`config.mk`:
```
export PLATFORM = sky130hd
export DESIGN_NAME = lead_one_enc_flat
export DESIGN_NICKNAME = d
export VERILOG_FILES = /design/src/rtl/lead_one_enc_if.sv /design/src/rtl/lead_one_enc.sv /design/src/flat_wrapper.sv
export SDC_FILE = /design/constraint.sdc
export NUM_CORES = 1
export LEC_CHECK = 0
export ABC_AREA = 0
export CAP_MARGIN = 10
export CORE_MARGIN = 2
export CORE_UTILIZATION = 45
export CTS_CLUSTER_DIAMETER = 30
export DETAILED_ROUTE_END_ITERATION = 16
export PLACE_DENSITY = 0.84
export SYNTH_ARGS = -nofsm -noshare
export SYNTH_HDL_FRONTEND = slang
export SYNTH_SLANG_ARGS = --single-unit
export TNS_END_PERCENT = 5
```
`constraint.sdc`:
```
create_clock -name clk -period 1.8 [get_ports clk]
set_clock_uncertainty 0.2 [all_clocks]
set_input_delay 0.27 -clock clk [delete_from_list [all_inputs] [get_ports clk]]
set_output_delay 0.27 -clock clk [all_outputs]
set_load 0.01 [all_outputs]
```
`src/rtl/lead_one_enc_if.sv`:
```
// Valid/ready bus for lead_one_enc: input word stream in, encoded result stream out.
//   in_valid/in_ready/in_data   : word to encode
//   out_valid/out_ready         : result handshake
//   out_idx/out_cnt/out_zero    : selected bit index, zero count, all-zero flag
interface lead_one_enc_if #(
  parameter int unsigned WIDTH = 32
);
  localparam int unsigned IDXW = $clog2(WIDTH);

  logic             in_valid;
  logic             in_ready;
  logic [WIDTH-1:0] in_data;
  logic             out_valid;
  logic             out_ready;
  logic [IDXW-1:0]  out_idx;
  logic [IDXW:0]    out_cnt;
  logic             out_zero;

  // Producer of words / consumer of results.
  modport master (
    output in_valid, in_data, out_ready,
    input  in_ready, out_valid, out_idx, out_cnt, out_zero
  );

  // The encoder itself.
  modport slave (
    input  in_valid, in_data, out_ready,
    output in_ready, out_valid, out_idx, out_cnt, out_zero
  );
endinterface

```
`src/rtl/lead_one_enc.sv`:
```
// Two-stage pipelined priority encoder. Finds the highest (LSB_FIRST=0) or lowest
// (LSB_FIRST=1) set bit of a WIDTH-bit word and reports its index, the
// leading/trailing zero count and an all-zero flag.
//   clk, rst_n : clock, asynchronous active-low reset
//   bus        : lead_one_enc_if slave (input word stream, result stream)
// Stage 1 resolves priority inside each 8-bit group; stage 2 picks the group.
module lead_one_enc #(
  parameter int unsigned WIDTH     = 32,
  parameter bit          LSB_FIRST = 1'b0
) (
  input  logic           clk,
  input  logic           rst_n,
  lead_one_enc_if.slave  bus
);
  localparam int unsigned IDXW = $clog2(WIDTH);
  localparam int unsigned NGRP = WIDTH / 8;
  localparam int unsigned CNTW = IDXW + 1;

  logic                 s1_valid;
  logic [NGRP-1:0][2:0] s1_idx;
  logic [NGRP-1:0]      s1_nz;

  logic                 s1_adv;
  logic                 s2_adv;

  logic [NGRP-1:0][2:0] grp_idx_c;
  logic [NGRP-1:0]      grp_nz_c;
  logic [IDXW-1:0]      idx_c;
  logic [CNTW-1:0]      cnt_c;
  logic                 zero_c;

  // Handshake: a stage advances when it is empty or its consumer takes its content.
  assign s2_adv       = !bus.out_valid || bus.out_ready;
  assign s1_adv       = !s1_valid || s2_adv;
  assign bus.in_ready = s1_adv;

  // Per-group priority index; later loop iterations win, so the scan order sets priority.
  always_comb begin
    grp_idx_c = '0;
    grp_nz_c  = '0;
    for (int g = 0; g < NGRP; g++) begin
      if (LSB_FIRST) begin
        for (int b = 7; b >= 0; b--) begin
          if (bus.in_data[g*8 + b]) begin
            grp_idx_c[g] = 3'(b);
            grp_nz_c[g]  = 1'b1;
          end
        end
      end else begin
        for (int b = 0; b < 8; b++) begin
          if (bus.in_data[g*8 + b]) begin
            grp_idx_c[g] = 3'(b);
            grp_nz_c[g]  = 1'b1;
          end
        end
      end
    end
  end

  // Stage 1 registers.
  always_ff @(posedge clk or negedge rst_n) begin
    if (!rst_n) begin
      s1_valid <= 1'b0;
      s1_idx   <= '0;
      s1_nz    <= '0;
    end else if (s1_adv) begin
      s1_valid <= bus.in_valid;
      if (bus.in_valid) begin
        s1_idx <= grp_idx_c;
        s1_nz  <= grp_nz_c;
      end
    end
  end

  // Group selection and zero count; same last-wins scan as stage 1.
  always_comb begin
    idx_c  = '0;
    zero_c = ~|s1_nz;
    if (LSB_FIRST) begin
      for (int g = int'(NGRP) - 1; g >= 0; g--) begin
        if (s1_nz[g]) idx_c = IDXW'(g * 8) + IDXW'(s1_idx[g]);
      end
    end else begin
      for (int g = 0; g < NGRP; g++) begin
        if (s1_nz[g]) idx_c = IDXW'(g * 8) + IDXW'(s1_idx[g]);
      end
    end
    if (zero_c) begin
      cnt_c = CNTW'(WIDTH);
    end else if (LSB_FIRST) begin
      cnt_c = CNTW'(idx_c);
    end else begin
      cnt_c = CNTW'(WIDTH - 1) - CNTW'(idx_c);
    end
  end

  // Stage 2 (output) registers; held while stalled.
  always_ff @(posedge clk or negedge rst_n) begin
    if (!rst_n) begin
      bus.out_valid <= 1'b0;
      bus.out_idx   <= '0;
      bus.out_cnt   <= '0;
      bus.out_zero  <= 1'b0;
    end else if (s2_adv) begin
      bus.out_valid <= s1_valid;
      if (s1_valid) begin
        bus.out_idx  <= idx_c;
        bus.out_cnt  <= cnt_c;
        bus.out_zero <= zero_c;
      end
    end
  end
endmodule

```
`src/flat_wrapper.sv`:
```
// flat-port wrapper written by rule: the top's interface ports become plain ports
module lead_one_enc_flat 
#(
  parameter int unsigned WIDTH     = 32,
  parameter bit          LSB_FIRST = 1'b0
)
  (clk, rst_n, bus_in_valid, bus_in_data, bus_out_ready, bus_in_ready, bus_out_valid, bus_out_idx, bus_out_cnt, bus_out_zero);
  lead_one_enc_if #(.WIDTH(WIDTH)) bus_i ();
  input  logic clk;
  input  logic rst_n;
  input wire logic [$bits(bus_i.in_valid)-1:0] bus_in_valid;
  input wire logic [$bits(bus_i.in_data)-1:0] bus_in_data;
  input wire logic [$bits(bus_i.out_ready)-1:0] bus_out_ready;
  output wire logic [$bits(bus_i.in_ready)-1:0] bus_in_ready;
  output wire logic [$bits(bus_i.out_valid)-1:0] bus_out_valid;
  output wire logic [$bits(bus_i.out_idx)-1:0] bus_out_idx;
  output wire logic [$bits(bus_i.out_cnt)-1:0] bus_out_cnt;
  output wire logic [$bits(bus_i.out_zero)-1:0] bus_out_zero;
  assign bus_i.in_valid = bus_in_valid;
  assign bus_i.in_data = bus_in_data;
  assign bus_i.out_ready = bus_out_ready;
  assign bus_in_ready = bus_i.in_ready;
  assign bus_out_valid = bus_i.out_valid;
  assign bus_out_idx = bus_i.out_idx;
  assign bus_out_cnt = bus_i.out_cnt;
  assign bus_out_zero = bus_i.out_zero;
  lead_one_enc #(.WIDTH(WIDTH), .LSB_FIRST(LSB_FIRST)) u_core (.clk(clk), .rst_n(rst_n), .bus(bus_i));
endmodule
```
==> results of run 1 <==
==> metal layers <==
metal	global-route usage (%)	share of wire (%)	up-vias
li1	-	-	693
met1	22.9	38	684
met2	41.6	53	61
met3	8.53	6.9	7
met4	9.63	1.3	0
met5	0	0	-
==> final timing paths <==
path / end / from / cells past startpoint
max: bus_out_cnt[0] / u_core.bus.out_cnt[0] / 1
min: u_core.bus.out_idx[4] / rst_n / 2
max reg2reg: u_core.bus.out_cnt[0] / u_core.s1_nz[1] / 3
min reg2reg: u_core.bus.out_cnt[2] / u_core.bus.out_cnt[2] / 1
max in group asynchronous: u_core.s1_valid / rst_n / 2
min in group clk: u_core.bus.out_cnt[2] / u_core.bus.out_cnt[2] / 1
==> worst register-to-register path: stages, from the launching register on <==
cell and delay [ns]:
dfrtp_1 0.46, nor3b_1 0.38, a22oi_1 0.17, a32o_1 0.31
==> repair_timing <==
item	4_1_cts	5_1_grt
setup endpoints to repair	2	0
resized for setup	3	0
buffers inserted	1	0
hold buffers	0	0
hold endpoints to repair	0	0
==> area by class of cell <==
cell class                 instances  area share [%]
multi-input combinational        110            31.2
timing repair buffer              59            26.7
clock buffer                       7            2.61
inverter                           6            1.07
clock inverter                     1            1.42
tap                               44            2.61
sequential                        29            34.4
==> flip-flops by register name (all words and copies together) (netlist names) <==
name / flops
u_core.s1_idx: 12
u_core.s1_nz: 4
u_core.bus.out_cnt: 6
u_core.bus.out_valid: 1
u_core.bus.out_idx: 5
u_core.s1_valid: 1
==> cell usage in the layout, fill, tap and decap left out, types with 2 or more instances in the layout <==
master,instances
dlygate4sd2_1,2
nand2_1,2
buf_4,10
a21oi_1,31
a22oi_1,3
clkbuf_4,5
inv_1,6
nor2_1,14
nor4bb_1,3
a31oi_1,14
o21ai_0,12
nor2b_1,8
dfrtp_1,28
clkdlybuf4s50_1,47
nor4_1,9
a32o_1,3
nand2b_1,2
a22o_1,2
==> kinds of logic after synthesis <==
group           count (synthesis)  share of synthesized area, %
mux                             1                         0.771
buf+inv                        14                          5.14
flops                          29                          49.7
simple gates                   43                          18.0
compound gates                 66                          26.4
==> per-stage QoR <==
step                      total power, W  TNS (ns)  setup WS, ns  hold slack [ns]
after global routing             0.00174         0        0.0240            0.131
after global placement           0.00109    -0.413        -0.115            0.287
after CTS                        0.00167         0        0.0653            0.122
after detailed placement         0.00111    -0.651        -0.114            0.292
after floorplan                 0.000893         0         0.300           -0.226
final                            0.00165         0        0.0844            0.115
==> power groups by stage <==
stage	Clock (W)	Combinational, W	Sequential [W]
2_1_floorplan	0	0.000128	0.000765
3_3_place_gp	0	0.000330	0.000756
3_5_place_dp	0	0.000345	0.000760
4_1_cts	0.000571	0.000348	0.000746
5_1_grt	0.000607	0.000379	0.000752
6_report	0.000562	0.000347	0.000746
==> qor.csv, run 1 <==
stage;metric;value;unit
run_status;outcome;finished, final reports clean;
global_routing;grt_first_pass_wirelength;6110;um
setup_path;path_cells;clkdlybuf4s50_1;
setup_path;critical_path_buf_inv_count;1;
layout;area_growth;44.6;%
placed_design;finalWeightedCongestion;0.822;
placed_design;placedInstanceArea;2020;sq um
sta;period_share;95.3;%
synth;synth.most_common_cell;a21oi_1;
power;power.switching;0.000420;W
hold_path;hold_path_class;input port to async pin;
sta;fmax;583;MHz
power;power.density;783;nW/um^2
sta;min_period;1.72;ns
synth;avgSynthCellArea;9.54;sq um
power;swShare;25.4;%
power;power.share.clock;33.9;%
global_routing;antenna_found_initial;0;
synth;ys_ff_latch;29;
layout;final-seq-area;727;sq um
layout;diodes;0;
synth;synth_top_cell_by_area;dfrtp_1;
routing;post_drt_wl_per_cell;14.5;um
setup_path;crit_required;1.33;ns
layout;final_core_util;68.6;%
routing;drc;0;
placed_design;portBuffers;49;
power;seq_power_share;45.1;%
layout;fill_cells;256;
setup_path;crit_arrival;1.25;ns
sta;maxSlewHeadroom;72.4;%
power;leakagePower;0.824;nW
layout;drive_above_1_share;10.8;%
die;fp.dieW;61.0;um
routing;num_vias;1445;
synth;syn_nets;189;
routing;drt_iter0_markers;40;
synth;yosysSeqAreaShare;49.7;%
die;placementRows;20;
synth;synth_edf_count;0;
clock_network;cts.clk_slew.worst_paths;0.10;ns
die;core_area;3080;sq um
global_routing;grt_max_degree;30;
layout;nNetsFinal;247;
sta;setup_viol;0;
synth;synth_commonest_cells;a21oi_1 (31), dfrtp_1 (29), a31oi_1 (14), nor2_1 (14), o21ai_0 (12);
power;power.internal;0.00123;W
clock_network;numCtsBuffers;5;
layout;multi_input_area;659;sq um
sta;slew_violations;0;
synth;async_flop_share;100;%
routing;routed_wl;3710;um
power;comb_power_share;21.0;%
placed_design;placedCellCount;247;
flow_run;cap_violations;0;
sta;rsz0062_at_grt;false;
synth;ys_warn_count;0;
synth;yosysTopAreaCellShare;49.7;%
synth;synthCells;153;
die;initial_utilization;47.4;%
routing;ant_nets;0;
global_routing;grt_overflow;0;
die;ios;50;
synth;synth_area_leaders;dfrtp_1 (50%), a21oi_1 (11%), a31oi_1 (6.0%);
synth;ys_types;26;
setup_path;critical_path_class;flip-flop to primary output;
power;peakVddDrop;0.000430;V
setup_path;path_max_fanout;2;
clock_network;clock_path_buffers;2;
clock_network;cts_tree;done;
die;die_area;3720;sq um
routing;dr.pass1.iters;4;
setup_path;cp_top_family;buffers and inverters;
global_routing;first_global_vias;1481;
sta;timing_hold_violations_final;0;
clock_network;cts_root_buffer;clkbuf_4;
clock_network;cts.htree.levels;2;
global_routing;grt_usage;22.7;%
clock_network;clock_latency;0.33;ns
placed_design;hpwl;2900;um
die;die-height;61.0;um
setup_path;cp-end-kind;primary output;
setup_path;critPathLaunchType;flip-flop;
setup_path;cpPeakStageDelay;0.54;ns
synth;synth-main-ff-cell;dfrtp_1;
sta;tightestPinTransition;0.410;ns
setup_path;rrSetupSlack;0.19;ns
synth;syn-cell-area;1460;sq um
setup_path;critPathSlowestCell;clkdlybuf4s50_1;
layout;stdcell_area;2110;sq um
routing;vias_per_cell;5.64;
clock_network;numClockSinks;29;
layout;final_cells;256;
Note: power is estimated with default switching activity, not from simulation.
==> inputs of run 2 (changes only) <==
Settings changed: CTS_CLUSTER_DIAMETER 30 to 40.
==> results of run 2 <==
No change in the layout: final DEF, timing and power equal those of run 1.
==> patch: new RTL, flow settings as in run 2 <==
`LSB_FIRST` is set to 1'b0 in 2 places; all go to 1'b1.
--- a/src/rtl/lead_one_enc.sv
+++ b/src/rtl/lead_one_enc.sv
@@ -8,3 +8,3 @@
   parameter int unsigned WIDTH     = 32,
-  parameter bit          LSB_FIRST = 1'b0
+  parameter bit          LSB_FIRST = 1'b1
 ) (
--- a/src/flat_wrapper.sv
+++ b/src/flat_wrapper.sv
@@ -4,3 +4,3 @@
   parameter int unsigned WIDTH     = 32,
-  parameter bit          LSB_FIRST = 1'b0
+  parameter bit          LSB_FIRST = 1'b1
 )
Behaviour: not the same (Yosys sat finds a counterexample within 4 cycles, from zero or initial values and one cycle with rst_n low).
==> patch against run 2 <==
- area after synthesis grew 5.7%
- total power decreased by 4.7%
- critical path depth unchanged
- design area up 6.9%
- sequential power about the same
- routed wire length rose by 2.0%
- setup slack worse by 22 ps
- final cell count increased by 5.5%
- sequential cell count is the same
- first-iteration DRC count grew to 2.7 times the old value
- via count is 3.7% higher
- clock power shrank 19%
- utilization decreased by 0.44 points
- worst hold slack worse by 13 ps
- critical path type unchanged
- largest cell class is now multi-input combinational cells
==> patch: results (changes against run 2) <==
metric,value,unit,change
status,finished clean,,
gp_congestion,0.845,,+2.8%
synth_area_leaders,"dfrtp_1 (47%), nand2b_1 (4.5%), nor2_1 (3.9%), a21oi_1 (3.6%), a2bb2oi_1 (3.4%)",,
largestRegisters,"u_core.s1_idx x12, u_core.bus.out_cnt x5, u_core.bus.out_idx x5",,
avgSynthCellArea,9.89,µm²,+3.6%
synth.area.mux_share,0.0357,,+0.0280
relSlewSlack,0.729,,+0.00499
fin_nets,259,,+4.9%
cts_setup_buffers,0,,-1
met3_usage,0.0667,,-0.0186
p_switching,0.418,mW,-0.65%
final.fill_count,280,,+9.4%
syn_nets,192,,+1.6%
wl_per_cell,14.0,µm,-3.3%
worst-path-max-fanout,3,,+1
p_leak,0.937,nW,+14%
worstRegToRegCells,5,,+2
p_seq_frac,0.473,,+0.022
wl_met3,241,µm,-5.5%
grt_pass1_wl,6800,µm,+11%
synth_cell_type_count,36,,+38%
ys_seq_area_frac,0.470,,-0.0266
place_ws,-125,ps,-10.7 ps
dp_hpwl,3060,µm,+5.7%
synth_compound_area_frac,0.221,,-0.0425
peakVddDrop,309,µV,-28%
placed_area,2180,µm²,+7.9%
cp_data_arrival_time,1270,ps,+20 ps
reg2reg_from,u_core.bus.out_valid,,
wirelength,3790,µm,+2.0%
netlist_top_cells_count,"dfrtp_1 (29), nor2_1 (16), a21oi_1 (11), nand2b_1 (11), inv_1 (8)",,
grt_pass1_vias,1502,,+1.4%
rr_endpoint,u_core.s1_idx[2],,
drive_above_1_share,0.152,,+0.0433
track_usage,0.223,,-0.00456
holdWs,101,ps,-13.4 ps
wl_met2,1960,µm,-0.76%
drt_first_iter_violations,108,,+170%
grtUsageMet1,0.256,,+0.0269
reg2reg_slack,230,ps,+40 ps
via_per_inst,5.55,,-1.6%
m1WireLength,1500,µm,+4.8%
patch: cell count changes in the layout (fill, tap and decap cells not counted), sizes merged, moves of 4 or more:
cell	change
a21oi	-20
a2bb2oi	+6
a31oi	-9
buf	+9
nand2b	+9
o21ai	-8
o311ai	+4
patch: layout make-up:
class                   instances  area (µm²)  area share
multi-input cells             111         741       0.328
flip-flops and latches         29         727       0.322
repair buffers                 68         632       0.280
clock buffers                   7        65.1      0.0288
well taps                      46        57.6      0.0255
inverters                       8        30.0      0.0133
clock inverters                 1        5.00     0.00222
patch: worst max path at each step:
stage	start	end	slack (ps)	depth (start not counted)
floorplan	u_core.bus.out_valid	u_core.bus.out_zero	410	3
global placement	bus_out_ready	bus_in_ready	-110	3
detailed placement	bus_out_ready	bus_in_ready	-120	3
CTS	u_core.bus.out_valid	bus_out_valid	0.7	1
global route	u_core.bus.out_zero	bus_out_zero	0.7	1
finish	u_core.bus.out_zero	bus_out_cnt[5]	60	1
